### config.mk
export PLATFORM = sky130hd
export DESIGN_NAME = rr_arbiter_4
export DESIGN_NICKNAME = d
export VERILOG_FILES = /design/src/rtl/arb_pkg.sv /design/src/rtl/rr_pick4.sv /design/src/rtl/rr_arbiter_4.sv
export SDC_FILE = /design/constraint.sdc
export NUM_CORES = 1
export LEC_CHECK = 0
export BUFFER_PORTS_ARGS = -buffer_cell sky130_fd_sc_hd__buf_2
export CAP_MARGIN = 20
export CORE_MARGIN = 2
export CORE_UTILIZATION = 50
export DETAILED_ROUTE_END_ITERATION = 7
export GPL_ROUTABILITY_DRIVEN = 0
export GPL_TIMING_DRIVEN = 0
export PLACE_DENSITY = 0.72
export SETUP_SLACK_MARGIN = 0.15
export SKIP_CTS_REPAIR_TIMING = 1
export SLEW_MARGIN = 20
export SYNTH_ARGS = -nofsm -noshare
export SYNTH_HDL_FRONTEND = slang
export SYNTH_SLANG_ARGS = --single-unit
export TNS_END_PERCENT = 100
### constraint.sdc
create_clock -name clk -period 3.15 [get_ports clk]
set_input_delay 0.1575 -clock clk [delete_from_list [all_inputs] [get_ports clk]]
set_output_delay 0.1575 -clock clk [all_outputs]
set_load 0.005 [all_outputs]
### src/rtl/arb_pkg.sv
// Shared types and constants for the four-requester round-robin arbiter.
package arb_pkg;

    localparam int unsigned N_REQ = 4;
    localparam int unsigned IDX_W = 2;

    typedef enum logic [1:0] {
        StIdle  = 2'b00,
        StGrant = 2'b01,
        StGap   = 2'b10
    } arb_state_t;

endpackage

### src/rtl/rr_pick4.sv
// Combinational round-robin pick: first set request bit at or after ptr, wrapping.
module rr_pick4
    import arb_pkg::*;
(
    input  logic [N_REQ-1:0] req,
    input  logic [IDX_W-1:0] ptr,
    output logic             any,
    output logic [IDX_W-1:0] idx
);

    logic [2*N_REQ-1:0] req_dbl;
    logic [N_REQ-1:0]   req_rot;
    logic [IDX_W-1:0]   off;

    // Rotate so that bit 0 of req_rot is the highest-priority requester.
    assign req_dbl = {req, req};
    assign req_rot = req_dbl[ptr +: N_REQ];

    always_comb begin
        off = '0;
        for (int i = N_REQ - 1; i >= 0; i--) begin
            if (req_rot[i]) begin
                off = IDX_W'(i);
            end
        end
    end

    assign any = |req;
    assign idx = ptr + off;

endmodule

### src/rtl/rr_arbiter_4.sv
// Four-requester round-robin arbiter with hold timeout and a one-cycle hand-over gap;
// sel/en feed a 2-to-4 decoder that forms the one-hot grant lines.
module rr_arbiter_4
    import arb_pkg::*;
#(
    parameter int unsigned MAX_HOLD = 8
) (
    input  logic             clk,
    input  logic             rst_n,
    input  logic [N_REQ-1:0] req,
    input  logic             done,
    output logic             en,
    output logic [IDX_W-1:0] sel,
    output logic             timeout,
    output logic [IDX_W-1:0] ptr_dbg
);

    localparam int unsigned HOLD_W = (MAX_HOLD > 0) ? $clog2(MAX_HOLD + 1) : 1;

    arb_state_t        state_q, state_d;
    logic              en_q, en_d;
    logic [IDX_W-1:0]  sel_q, sel_d;
    logic              timeout_q, timeout_d;
    logic [IDX_W-1:0]  ptr_q, ptr_d;
    logic [HOLD_W-1:0] hold_q, hold_d;

    logic              pick_any;
    logic [IDX_W-1:0]  pick_idx;
    logic              owner_req;
    logic              hold_last;

    rr_pick4 u_pick (
        .req (req),
        .ptr (ptr_q),
        .any (pick_any),
        .idx (pick_idx)
    );

    assign owner_req = req[sel_q];
    assign hold_last = (MAX_HOLD != 0) && (hold_q == HOLD_W'(MAX_HOLD - 1));

    always_comb begin
        state_d   = state_q;
        en_d      = en_q;
        sel_d     = sel_q;
        timeout_d = 1'b0;
        ptr_d     = ptr_q;
        hold_d    = hold_q;

        unique case (state_q)
            StIdle: begin
                if (pick_any) begin
                    state_d = StGrant;
                    en_d    = 1'b1;
                    sel_d   = pick_idx;
                    hold_d  = '0;
                end
            end
            StGrant: begin
                if (hold_q != '1) begin
                    hold_d = hold_q + HOLD_W'(1);
                end
                if (done || !owner_req || hold_last) begin
                    state_d   = StGap;
                    en_d      = 1'b0;
                    ptr_d     = sel_q + IDX_W'(1);
                    // A release by done or request drop takes precedence over the timeout.
                    timeout_d = hold_last && !done && owner_req;
                end
            end
            StGap: begin
                state_d = StIdle;
                en_d    = 1'b0;
            end
            default: begin
                state_d = StIdle;
                en_d    = 1'b0;
            end
        endcase
    end

    always_ff @(posedge clk or negedge rst_n) begin
        if (!rst_n) begin
            state_q   <= StIdle;
            en_q      <= 1'b0;
            sel_q     <= '0;
            timeout_q <= 1'b0;
            ptr_q     <= '0;
            hold_q    <= '0;
        end else begin
            state_q   <= state_d;
            en_q      <= en_d;
            sel_q     <= sel_d;
            timeout_q <= timeout_d;
            ptr_q     <= ptr_d;
            hold_q    <= hold_d;
        end
    end

    assign en      = en_q;
    assign sel     = sel_q;
    assign timeout = timeout_q;
    assign ptr_dbg = ptr_q;

endmodule

# == After elaboration in Yosys (flattened, before gate mapping) ==
# Cells that the tools add are included.
# totals
regBits,12
in_bits,7
out_inout_bits,6
# op_classes
add_sub_neg,3
n_lt_le_gt_ge,1
eq_ne,6
n_shift,1
muxes,17
reduce_logical,13
# ops
cell,count
two-way mux 2 bit,6
two-way mux 4 bit,2
case mux 4 bit (2 select lines),1
variable part select 8 x 3 -> 4 bit,1
inequality test 2 bit (second input constant),3
AND reduction 2 bit,3
two-way mux 1 bit,5
adder 4 x 1 -> 4 bit (second input constant),1
== test 4 x 3 -> 1 bit (second input constant),1
inequality test 4 bit (second input constant),1
case mux 2 bit (2 select lines),1
OR reduction 4 bit,1
less-than comparator 2 x 3 -> 1 bit (second input constant),1
AND reduction 3 bit,1
adder 2 x 1 -> 2 bit (second input constant),1
adder 2 bit,1
binary-select mux 1 bit (select 2 bit),1
== test 2 x 1 -> 1 bit (second input constant),1
logical AND 1 bit,2
logical NOT 1 bit,2
logical NOT 2 bit,1
logical OR 1 bit,2
case mux 1 bit (2 select lines),1
nonzero test 2 bit,1

# == Depth between registers and ports, before layout ==
# depth
depth_word,7
depth_mapped,10

# == Hierarchy ==
# From an unflattened synthesis, not the netlist that was laid out.
# unflattened
hier_cells,72
area_unflattened_um2,759.5
# by_module_without_submodules
module,instances,cells_each,area_per_inst_um2,seq_area_each_um2
rr_arbiter_4,1,50,598.1,300.3
rr_pick4,1,22,161.4,0.0

# == Worst setup path after synthesis ==
# OpenSTA, ideal clock, no wires.
# synth_timing
kind,register to register
startpoint,register ptr_q[1] (netlist: ptr_dbg[1])
endpoint,register sel_q[1] (netlist: sel[1])
setup_time_ps,87
arrival_ps,2159
slack_ps,905
path_stages_with_launch,11
path_buffers,1
period_less_slack_ps,2245
path_cell_list,dfrtp_1 > buf_2 > nand2b_1 > a2bb2oi_1 > o32ai_1 > o21a_1 > ha_1 > xnor2_1 > or4_1 > a311o_1 > o211ai_1
# synth_between
elab_chain_cells,6
# synth_rtl
item,line_no,source
start: declaration,rr_arbiter_4.sv:24,"logic [IDX_W-1:0] ptr_q, ptr_d;"
start signal: assignment,rr_arbiter_4.sv:95,ptr_q <= ptr_d;
variable part select 8 x 3 -> 4 bit,rr_pick4.sv:17,assign req_rot = req_dbl[ptr +: N_REQ];
two-way mux 2 bit (4 in a row),rr_pick4.sv:22,if (req_rot[i]) begin
adder 2 bit (*),rr_pick4.sv:29,assign idx = ptr + off;
end signal: assignment,rr_arbiter_4.sv:93,sel_q <= sel_d;
end: declaration,rr_arbiter_4.sv:22,"logic [IDX_W-1:0] sel_q, sel_d;"
# Mark *: on every way between the ends. The rest lies on a longest branch, timed or not.
# A chain may end at the register's enable or synchronous reset.

# == Worst setup path after layout ==
# Ends and elaborated chain as after synthesis.

==> impl_metrics.ini <==
[outcome]
status = finished clean

[drt]
drt_wl_total_mm = 1.59
vias = 661
viasPerCell = 5.95
drt-pass1-iter-count = 4
initialDrtViolationCount = 12
ant_nets = 0
drc = 0
wl_per_cell_um = 14.3

[sta]
finalSetupViolCount = 0
worstMarginPinSlew_ps = 525
timing.fmax_mhz = 406
rsz0062_at_grt = false
tns_ps = 0
timing.final.crit_period_ps = 2460
skew_ps = 8.59
hold_violations = 0
timing.final.max_slew_violations = 0
final.period_utilization_pct = 78.1
relSlewSlack_pct = 64.6

[cts]
cts.path.max_buffers = 2
root_buffer = clkbuf_4
clkTransAtPathRegs_ps = 80
clkSinkCount = 11
htree_levels = 1
worstSkewPairLatency_ps = 280
tritoncts = built
cts_made_buffers = 3

[floorplan]
dieHeight_um = 43.4
die_w_um = 43.4
initial_utilization_pct = 52.2
die_area_um2 = 1890
core_um2 = 1490
rows = 14
io_pins = 13

[power_and_ir_drop]
p_per_area_nw_per_um2 = 831
p_leak_nw = 0.406
peakVddDrop_mv = 0.426

[placed_design]
dp_hpwl_mm = 1.15
placedCellCount = 106
port_buffers = 10

[logic_synthesis]
synth_area_leaders = dfrtp_1, a21oi_1, mux2i_1
synth_cell_types = 39
syn_inst = 80
yosysTopAreaCell = dfrtp_1
synth_seq_cells = 11
synth.avg_cell_area_um2 = 9.71
synthesis.area_um2 = 777
yosys.area.top_type_share_pct = 35.4
synth-seq-area-share_pct = 35.4
ys_warn_count = 0
synth_fp_nets = 89

[critical_path]
rr_worst_depth = 10
rr_startpoint = ptr_dbg[1]
rrSetupSlack_ps = 690
cp_num_buf_inv = 1
slowest_delay_ps = 420
cp_slowest_cell = dfrtp_1
critical_path_arrival_ps = 2650
worst-setup-path-type = reg -> reg
crit_family = compound AO/OA/AOI/OAI gates
critPathLaunchType = flop
cp_cell_sequence = buf_2 -> nand2b_1 -> a2bb2oi_1 -> o32ai_1 -> o21a_1 -> ha_1 -> xnor2_1 -> or4_1 -> a311o_1 -> o211ai_1
r2r_end = sel[1]
worstPathRequired_ps = 3340
cp_max_fo = 10
cp-end-kind = flop
cp-startpoint = ptr_dbg[1]

[flow_run]
max_cap_violations = 0

[final_layout]
nets = 105
post_layout_nonfiller_instances = 111
syn_to_final_growth_pct = 13.8
drive_gt1_share_pct = 25.3
n_antenna_cell = 0

[hold_path]
min_to = timeout
hold-path-cell-count = 4
hold_path_class = in -> reg
holdCritStartpoint = done

[global_route]
grt_pass1_vias = 569
grt_pass1_wl_mm = 2.63
grt_start_max_net_pins = 12
grt_usage_pct = 19.3
grt_overflow_total = 0
antenna_found_initial = 0
[final cells by class]
| class | instances | area [um^2] |
|---|---|---|
| sequential | 11 | 275 |
| inverter | 4 | 15.0 |
| multi-input combinational | 62 | 459 |
| fill | 139 | 604 |
| clock buffer | 3 | 22.5 |
| tap | 16 | 20.0 |
| buffer | 3 | 27.5 |
| timing repair buffer | 11 | 60.1 |
| clock inverter | 1 | 5.00 |
[worst min-delay path, stage by stage]
cell     delay [ps]
buf_2            70
inv_1            60
nand2_1          80
nor3_1           50
[cell usage in the layout (no fill, tap or decap), types with 3 or more instances in the layout]
cell type,synthesis,layout
buf_2,1,11
dfrtp_1,11,11
nand2_1,6,6
a21oi_1,6,6
inv_1,4,4
o21ai_0,4,4
nor2_1,3,3
mux2i_1,3,3
or3_1,3,3
nand3b_1,3,3
clkbuf_4,0,3
[how the worst max path moves through the flow]
stage,endpoint,depth (start not counted)
after global placement,sel[1],10
after global routing,sel[1],10
final,sel[1],10
after floorplan,sel[1],10
after CTS,sel[1],10
after detailed placement,sel[1],10
[cell families (layout without fill, tap and decap cells)]
family / count (synthesis) / count (layout) / synth area share (%)
AO/OA/AOI/OAI: 23 / 23 / 21.6
buffers and inverters: 7 / 22 / 5.47
AND/OR/NAND/NOR: 29 / 29 / 21.9
adder cells (fa/ha/maj): 2 / 2 / 3.22
XOR/XNOR: 2 / 2 / 2.25
flip-flops: 11 / 11 / 35.4
multiplexers: 6 / 6 / 10.1
[Yosys cell counts]
| master | instances |
|---|---|
| nor2b_1 | 1 |
| inv_1 | 4 |
| mux2_4 | 1 |
| or3b_2 | 2 |
| nor3_1 | 1 |
| xnor2_1 | 1 |
| nand2b_1 | 2 |
| a21boi_0 | 1 |
| nand2_1 | 6 |
| nand3b_1 | 3 |
| or4_1 | 1 |
| xor2_1 | 1 |
| o21a_1 | 1 |
| nor2_1 | 3 |
| or3b_1 | 1 |
| a31oi_4 | 1 |
| mux4_2 | 1 |
| o2111ai_1 | 1 |
| o211ai_1 | 1 |
| o31ai_1 | 2 |
| mux2i_1 | 3 |
| ha_1 | 2 |
| nand3_1 | 2 |
| a211oi_1 | 2 |
| a2bb2oi_1 | 1 |
| mux2_2 | 1 |
| buf_2 | 1 |
| a311o_1 | 1 |
| buf_6 | 2 |
| o21ai_0 | 4 |
| o32ai_1 | 1 |
| dfrtp_1 | 11 |
| or3_1 | 3 |
| and2b_1 | 1 |
| or2_2 | 1 |
| a21o_1 | 1 |
| or2b_1 | 1 |
| a21oi_1 | 6 |
| nor4_1 | 1 |
[per-stage QoR]
step                      power [mW]  hold slack (ps)  utilization, %  worst slack (ps)  instance area, um^2
after floorplan                0.535             -138               -               905                  777
after global placement         0.625             39.3            56.9               794                  847
after detailed placement       0.636             44.6            56.9               743                  847
after CTS                      0.737             -261            58.7               704                  875
after global routing           0.796              222            59.4               540                  885
final                          0.735              177            59.4               690                  885
[per-layer routing]
metal / vias up / part of all wire [%] / track usage (%)
met4: 0 / 1.3 / 7.27
li1: 329 / - / -
met1: 320 / 48 / 26.7
met5: - / 0 / 0
met2: 7 / 48 / 28.4
met3: 5 / 2.6 / 6.25
[power by group]
group	internal, mW	leakage [nW]	switching [mW]
Sequential	0.195	0.140	0.0707
Clock	0.0471	0.0177	0.0529
Combinational	0.193	0.248	0.176
Total	0.435	0.406	0.300
[registers in the layout, indices dropped and copies added, names as in the netlist]
register / flops
hold_q: 4
ptr_dbg: 2
sel: 2
state_q: 2
timeout: 1
Power figures use the tool's default switching activity.
